`config.mk`:
```
export PLATFORM = sky130hd
export DESIGN_NAME = load_store_queue
export DESIGN_NICKNAME = d
export VERILOG_FILES = /design/src/rtl/load_store_queue.sv
export SDC_FILE = /design/constraint.sdc
export NUM_CORES = 2
export LEC_CHECK = 0
export CAP_MARGIN = 20
export CORE_ASPECT_RATIO = 1.1
export CORE_MARGIN = 8
export CORE_UTILIZATION = 45
export DETAILED_ROUTE_END_ITERATION = 12
export PLACE_DENSITY = 0.7
export SYNTH_ARGS = -nofsm -noshare
export SYNTH_HDL_FRONTEND = slang
export SYNTH_SLANG_ARGS = --single-unit
export TNS_END_PERCENT = 10
```
`constraint.sdc`:
```
create_clock -name clk_in -period 13.5 [get_ports clk_in]
set_input_delay 2.7 -clock clk_in [delete_from_list [all_inputs] [get_ports clk_in]]
set_output_delay 2.7 -clock clk_in [all_outputs]
set_load 0.01 [all_outputs]
```
`src/rtl/load_store_queue.sv`:
```
// In-order circular load/store queue between issue/ROB and the memory controller.
// Tracks occupancy, gates IO loads on ROB head, extends load data and squashes in-flight loads on flush.
module load_store_queue #(
  parameter int          LSB_WIDTH = 4,
  parameter int          ROB_WIDTH = 4,
  parameter logic [31:0] IO_BASE   = 32'h0003_0000
) (
  input  logic                 clk_in,
  input  logic                 rst_in,
  input  logic                 rdy_in,
  input  logic                 clear_signal,
  input  logic                 issue_signal,
  input  logic                 issue_wr,
  input  logic [1:0]           issue_len,
  input  logic                 issue_signed,
  input  logic [31:0]          issue_addr,
  input  logic                 issue_valid_addr,
  input  logic [ROB_WIDTH-1:0] issue_tag_addr,
  input  logic [ROB_WIDTH-1:0] issue_tag_rd,
  input  logic                 cdb_signal,
  input  logic [31:0]          cdb_value,
  input  logic [ROB_WIDTH-1:0] cdb_tag,
  input  logic                 commit_signal,
  input  logic [31:0]          commit_value,
  input  logic [ROB_WIDTH-1:0] commit_tag,
  input  logic [ROB_WIDTH-1:0] rob_head_tag,
  output logic                 mem_signal,
  output logic                 mem_wr,
  output logic [1:0]           mem_len,
  output logic [31:0]          mem_addr,
  output logic [31:0]          mem_dout,
  input  logic [31:0]          mem_din,
  input  logic                 mem_done,
  output logic                 done_signal,
  output logic [31:0]          done_value,
  output logic [ROB_WIDTH-1:0] done_tag,
  output logic                 full,
  output logic                 empty,
  output logic [LSB_WIDTH:0]   count
);
  localparam int LSB_SIZE = 2 ** LSB_WIDTH;

  typedef enum logic [1:0] {IDLE, MEM, DRAIN} state_t;

  state_t                r_state;
  logic [LSB_SIZE-1:0]   r_busy, r_addrOk, r_committed, r_wr, r_signed;
  logic [1:0]            r_len     [LSB_SIZE];
  logic [31:0]           r_addr    [LSB_SIZE];
  logic [31:0]           r_value   [LSB_SIZE];
  logic [ROB_WIDTH-1:0]  r_tagAddr [LSB_SIZE];
  logic [ROB_WIDTH-1:0]  r_tagRd   [LSB_SIZE];
  logic [LSB_WIDTH-1:0]  r_head, r_tail;
  logic [LSB_WIDTH:0]    r_count;

  logic                  w_full, w_push, w_bypass, w_headIsIo, w_headEligible;
  logic                  w_complete, w_squash, w_run;
  logic [LSB_SIZE-1:0]   w_effComm, w_keep;
  logic [LSB_WIDTH:0]    w_nComm;
  logic [LSB_WIDTH-1:0]  w_idx;

  function automatic logic [31:0] extend(input logic [31:0] d, input logic [1:0] len,
                                         input logic sgn);
    case (len)
      2'd0:    extend = {{24{sgn & d[7]}}, d[7:0]};
      2'd1:    extend = {{16{sgn & d[15]}}, d[15:0]};
      default: extend = d;
    endcase
  endfunction

  assign w_full         = (r_count == (LSB_WIDTH+1)'(LSB_SIZE));
  assign full           = w_full;
  assign empty          = (r_count == '0);
  assign count          = r_count;
  assign w_push         = issue_signal && !w_full && !clear_signal;
  assign w_bypass       = !issue_valid_addr && cdb_signal && (cdb_tag == issue_tag_addr);
  assign w_headIsIo     = (r_addr[r_head] >= IO_BASE);
  assign w_headEligible = r_busy[r_head] && r_addrOk[r_head] &&
                          (r_wr[r_head] ? r_committed[r_head]
                                        : (!w_headIsIo || rob_head_tag == r_tagRd[r_head]));
  assign w_complete     = (r_state == MEM) && mem_done;
  assign w_squash       = (r_state == MEM) && clear_signal && !r_wr[r_head];

  // Committed stores (including one committing this edge) form a run from head; a flush keeps only that run.
  always_comb begin
    w_nComm = '0;
    w_run   = 1'b1;
    w_idx   = r_head;
    w_keep  = '0;
    for (int i = 0; i < LSB_SIZE; i++) begin
      w_effComm[i] = r_busy[i] && r_wr[i] &&
                     (r_committed[i] || (commit_signal && r_tagRd[i] == commit_tag));
    end
    for (int i = 0; i < LSB_SIZE; i++) begin
      w_idx = r_head + LSB_WIDTH'(i);
      if (w_run && w_effComm[w_idx]) w_nComm = w_nComm + (LSB_WIDTH+1)'(1);
      else                           w_run   = 1'b0;
    end
    for (int i = 0; i < LSB_SIZE; i++) begin
      w_keep[i] = ({1'b0, LSB_WIDTH'(i) - r_head} < w_nComm);
    end
  end

  always_ff @(posedge clk_in or negedge rst_in) begin
    if (!rst_in) begin
      r_state <= IDLE;
      r_busy <= '0; r_addrOk <= '0; r_committed <= '0; r_wr <= '0; r_signed <= '0;
      for (int i = 0; i < LSB_SIZE; i++) begin
        r_len[i] <= '0; r_addr[i] <= '0; r_value[i] <= '0;
        r_tagAddr[i] <= '0; r_tagRd[i] <= '0;
      end
      r_head <= '0; r_tail <= '0; r_count <= '0;
      mem_signal <= 1'b0; mem_wr <= 1'b0; mem_len <= '0; mem_addr <= '0; mem_dout <= '0;
      done_signal <= 1'b0; done_value <= '0; done_tag <= '0;
    end else if (rdy_in) begin
      done_signal <= 1'b0;
      for (int i = 0; i < LSB_SIZE; i++) begin
        if (cdb_signal && r_busy[i] && !r_addrOk[i] && r_tagAddr[i] == cdb_tag) begin
          r_addr[i]   <= cdb_value;
          r_addrOk[i] <= 1'b1;
        end
        if (commit_signal && r_busy[i] && r_wr[i] && r_tagRd[i] == commit_tag) begin
          r_value[i]     <= commit_value;
          r_committed[i] <= 1'b1;
        end
      end

      case (r_state)
        IDLE: if (w_headEligible && !clear_signal) begin
          mem_signal <= 1'b1;
          mem_wr     <= r_wr[r_head];
          mem_len    <= r_len[r_head];
          mem_addr   <= r_addr[r_head];
          mem_dout   <= r_value[r_head];
          r_state    <= MEM;
        end
        MEM: if (mem_done) begin
          mem_signal <= 1'b0;
          r_state    <= IDLE;
          if (!r_wr[r_head] && !clear_signal) begin
            done_signal <= 1'b1;
            done_value  <= extend(mem_din, r_len[r_head], r_signed[r_head]);
            done_tag    <= r_tagRd[r_head];
          end
        end else if (w_squash) begin
          r_state <= DRAIN;
        end
        DRAIN: if (mem_done) begin
          mem_signal <= 1'b0;
          r_state    <= IDLE;
        end
        default: r_state <= IDLE;
      endcase

      // A squashed in-flight load still occupies the head slot, so both pointers step past it.
      if (clear_signal) begin
        for (int i = 0; i < LSB_SIZE; i++) begin
          if (!w_keep[i]) begin
            r_busy[i] <= 1'b0; r_addrOk[i] <= 1'b0; r_committed[i] <= 1'b0;
          end
        end
        if (w_squash) begin
          r_head  <= r_head + LSB_WIDTH'(1);
          r_tail  <= r_head + LSB_WIDTH'(1);
          r_count <= '0;
        end else begin
          r_head  <= r_head + LSB_WIDTH'(w_complete);
          r_tail  <= r_head + w_nComm[LSB_WIDTH-1:0];
          r_count <= w_nComm - {{LSB_WIDTH{1'b0}}, w_complete};
          if (w_complete) begin
            r_busy[r_head] <= 1'b0; r_addrOk[r_head] <= 1'b0; r_committed[r_head] <= 1'b0;
          end
        end
      end else begin
        if (w_complete) begin
          r_busy[r_head] <= 1'b0; r_addrOk[r_head] <= 1'b0; r_committed[r_head] <= 1'b0;
        end
        if (w_push) begin
          r_busy[r_tail]      <= 1'b1;
          r_addrOk[r_tail]    <= issue_valid_addr || w_bypass;
          r_committed[r_tail] <= 1'b0;
          r_wr[r_tail]        <= issue_wr;
          r_len[r_tail]       <= issue_len;
          r_signed[r_tail]    <= issue_signed;
          r_addr[r_tail]      <= issue_valid_addr ? issue_addr : cdb_value;
          r_value[r_tail]     <= '0;
          r_tagAddr[r_tail]   <= issue_tag_addr;
          r_tagRd[r_tail]     <= issue_tag_rd;
          r_tail              <= r_tail + LSB_WIDTH'(1);
        end
        r_head  <= r_head + LSB_WIDTH'(w_complete);
        r_count <= r_count + {{LSB_WIDTH{1'b0}}, w_push} - {{LSB_WIDTH{1'b0}}, w_complete};
      end
    end
  end
endmodule

```
==> impl_metrics.py <==
metrics = {
    "global_route": {
        "antenna_found_initial": 19,
        "grt_busiest_layer": "met2",
        "grt_start_max_net_pins": 250,
        "grt_use_met2": 0.480,
        "grtUsageMet3": 0.0879,
        "grt_pass1_wl_um": 403000,
        "grt_usage": 0.310,
        "grt.met1_usage": 0.386,
        "grt_pass1_vias": 60400,
        "gr-total-overflow": 0,
    },
    "setup_path": {
        "crit_path_end_kind": "register",
        "cp_max_fo": 8,
        "critical_path.n_buffers_inverters": 5,
        "path_common_cell": "ha_4",
        "crit_path_top_delay_cell": "or4b_4",
        "cp.arrival_ps": 14140,
        "crit_family": "adder cells",
        "slowest_delay_ps": 520,
        "critPathLaunchType": "input pin",
        "path_class": "in -> reg",
        "cp_data_required_time_ps": 14210,
    },
    "yosys": {
        "synth_top_family_by_area": "compound AO/OA/AOI/OAI gates",
        "ys_top_cells_by_area": "dfrtp_1 (48%), mux4_2 (12%), a22o_1 (6.4%)",
        "synthFlopType": "dfrtp_1",
        "syn_inst": 6396,
        "yosysWarnings": 0,
        "synth_edf_count": 0,
        "synth_area_leader_cell": "dfrtp_1",
        "yosys.area.top_type_share": 0.484,
        "synthesis.area_um2": 71500,
        "synth_cell_type_count": 87,
        "synth_compound_area_frac": 0.188,
        "syn_nets": 6635,
        "synth_xor_area_frac": 0.0241,
        "synth_mux_area_frac": 0.172,
        "syn_area_per_cell_um2": 11.2,
        "ys_ff_latch": 1384,
        "synthSimpleGateAreaFrac": 0.0761,
        "synth-async-reset-ratio": 1.00,
        "synth_fa_ha_area_frac": 0.0140,
        "yosysSeqAreaShare": 0.484,
    },
    "floorplanning": {
        "die_w_um": 396,
        "row_count": 153,
        "start_util": 0.453,
        "die_area_um2": 172000,
        "core_area_um2": 158000,
        "io_pins": 273,
        "die_h_um": 434,
    },
    "sta": {
        "timing.final.ws_setup_ps": 76.7,
        "hold_violations": 0,
        "timing.setup.tns_ps": 0,
        "slew_headroom": -0.105,
        "tightest_slew_ps": 1660,
        "whs_ps": 488,
        "fin_crit_ps": 13420,
        "clock.fmax_ghz": 0.0745,
        "finalCritPeriodShare": 0.994,
        "slew_violations": 127,
        "setup_viol": 0,
        "skew_ps": 46.5,
        "rsz0062_at_grt": "true",
    },
    "route": {
        "routed_wirelength_um": 275000,
        "vias": 60100,
        "drt.antenna.violating_nets": 0,
        "dr.pass1.iters": 7,
        "drt-initial-drc-count": 7670,
        "wire_per_inst_um": 31.5,
        "routed_via_density": 6.87,
        "drc": 0,
    },
    "clocking": {
        "numCtsBuffers": 148,
        "htreeDepth": 4,
        "tritoncts": "done",
        "cts_sinks": 1384,
        "postCtsHoldBufs": 0,
        "cts-root-buf": "clkbuf_16",
        "cts_buffer_depth": 3,
        "clock_latency_ps": 840,
        "clkSlewWorstSetupHoldPaths_ps": 60,
    },
    "layout": {
        "stdcell_count": 8752,
        "multi_input_comb_area_um2": 35100,
        "ff_latch_area_um2": 34600,
        "final_util": 0.533,
        "nets": 6763,
        "drive_gt1_frac": 0.236,
        "num-fill-cells": 13400,
        "area_growth_pct": 17.7,
        "finalInstanceArea_um2": 84200,
    },
    "placed_design": {
        "place_hpwl_um": 157000,
        "dp_slack_ps": -1380,
        "numPortBuffers": 272,
        "dp_cells": 8392,
        "globalplace.congestion": 0.984,
        "place_area_um2": 77500,
    },
    "pwr": {
        "leakagePower_nw": 36.3,
        "p_per_area_nw_per_um2": 167,
        "finalPower_mw": 14.1,
        "vdd_ir_drop_max_v": 0.000127,
    },
    "run_status": {
        "violations": "slew limit",
        "status": "finished with violations",
    },
    "job": {
        "drv_cap": 0,
    },
    "min_path": {
        "hold_path_class": "reg -> reg",
    },
}
==> per-layer routing <==
metal / vias to the layer above / share of wire
li1: 24300 / -
met1: 30500 / 0.36
met2: 4179 / 0.46
met3: 1156 / 0.11
met4: 10 / 0.072
met5: - / 0.00023
==> placed cells by master, fill, tap and decap left out, types with 69 or more instances in the layout <==
cell type,synthesis,routed
dfrtp_1,1384,1380
nor2_1,671,652
a21oi_1,663,646
o22ai_1,519,519
a22o_1,519,519
mux4_2,382,382
buf_4,1,368
mux2_2,318,310
clkdlybuf4s50_1,0,263
nand2_1,217,190
clkbuf_16,0,150
xnor2_1,149,119
nand3_1,94,87
o21ai_0,84,78
ha_1,76,69
==> report_power, final <==
| part | total [mW] | leakage [nW] | internal [mW] | switching [mW] |
|---|---|---|---|---|
| combinational | 3.90 | 15.3 | 1.84 | 2.06 |
| clock | 4.39 | 2.54 | 2.55 | 1.85 |
| sequential | 5.77 | 18.4 | 5.12 | 0.649 |
| total | 14.1 | 36.3 | 9.50 | 4.56 |
==> area by class of cell <==
class,instances,area share
Inverter,68,0.00308
Clock buffer,217,0.0514
Tap cell,2092,0.0311
Multi-Input combinational cell,4251,0.418
Sequential cell,1384,0.412
Antenna cell,12,0.000357
Timing Repair Buffer,671,0.0734
Clock inverter,57,0.0113
==> state kept, by name, summed over array words and instances (netlist names), 32 cells and up <==
| register | count |
|---|---|
| r_tagRd | 64 |
| done_value | 32 |
| r_value | 512 |
| r_tagAddr | 64 |
| mem_addr | 32 |
| r_len | 32 |
| r_addr | 512 |
| mem_dout | 32 |
==> synth_stat cells, types with 12 or more instances <==
master    number
a21o_1        21
a21oi_1      663
a22o_1       519
a31oi_1       12
and2_1        32
and3_1        35
buf_1        122
clkbuf_1     551
dfrtp_1     1384
ha_1          76
inv_1         61
mux2_2       318
mux4_2       382
nand2_1      217
nand3_1       94
nand4_1       33
nor2_1       671
nor3_1        56
nor4_1        26
o211ai_1      32
o21a_1        17
o21ai_0       84
o21ai_1       24
o221ai_1      16
o22ai_1      519
xnor2_1      149
xor2_1        40
==> cells by family (layout without fill, tap and decap cells) <==
family                   count (synthesis)  count (layout)
multiplexers                           711             711
flip-flops                            1384            1384
AO/OA/AOI/OAI                         2029            2029
XOR/XNOR                               193             193
adder cells (fa/ha/maj)                 79              79
buffers and inverters                  761            1013
other                                    0              12
AND/OR/NAND/NOR                       1239            1239
==> final timing paths <==
check	startpoint	endpoint	slack, ps	depth (start not counted)
max	commit_tag[3]	r_busy[7]$_DFFE_PN0P_	80	58
min	done_signal$_DFFE_PN0P_	done_signal$_DFFE_PN0P_	490	1
max reg2reg	r_head[1]$_DFFE_PN0P_	r_busy[7]$_DFFE_PN0P_	970	56
min reg2reg	done_signal$_DFFE_PN0P_	done_signal$_DFFE_PN0P_	490	1
max in group asynchronous	rst_in	r_addr[330]$_DFFE_PN0P_	8790	4
min in group asynchronous	rst_in	r_tagRd[31]$_DFFE_PN0P_	1860	1
==> worst reg2reg max path: cells and delay by family, from the launching register on <==
family,cells,cell delay (ps)
adders and majority gates,13,3580
AOI/OAI and AO/OA,15,2620
muxes,8,2350
and+or+nand+nor,13,2060
buffers and inverters,5,1100
DFF,1,450
xor gates and xnor gates,2,260
==> timing repair <==
item / in CTS / in global routing
endpoints found under the hold margin: 0 / 0
pin swaps: 6 / 79
resized for setup: 27 / 129
cloned: 5 / 0
buffers inserted: 38 / 28
setup endpoints to repair: 48 / 51
Power figures use the tool's default switching activity.
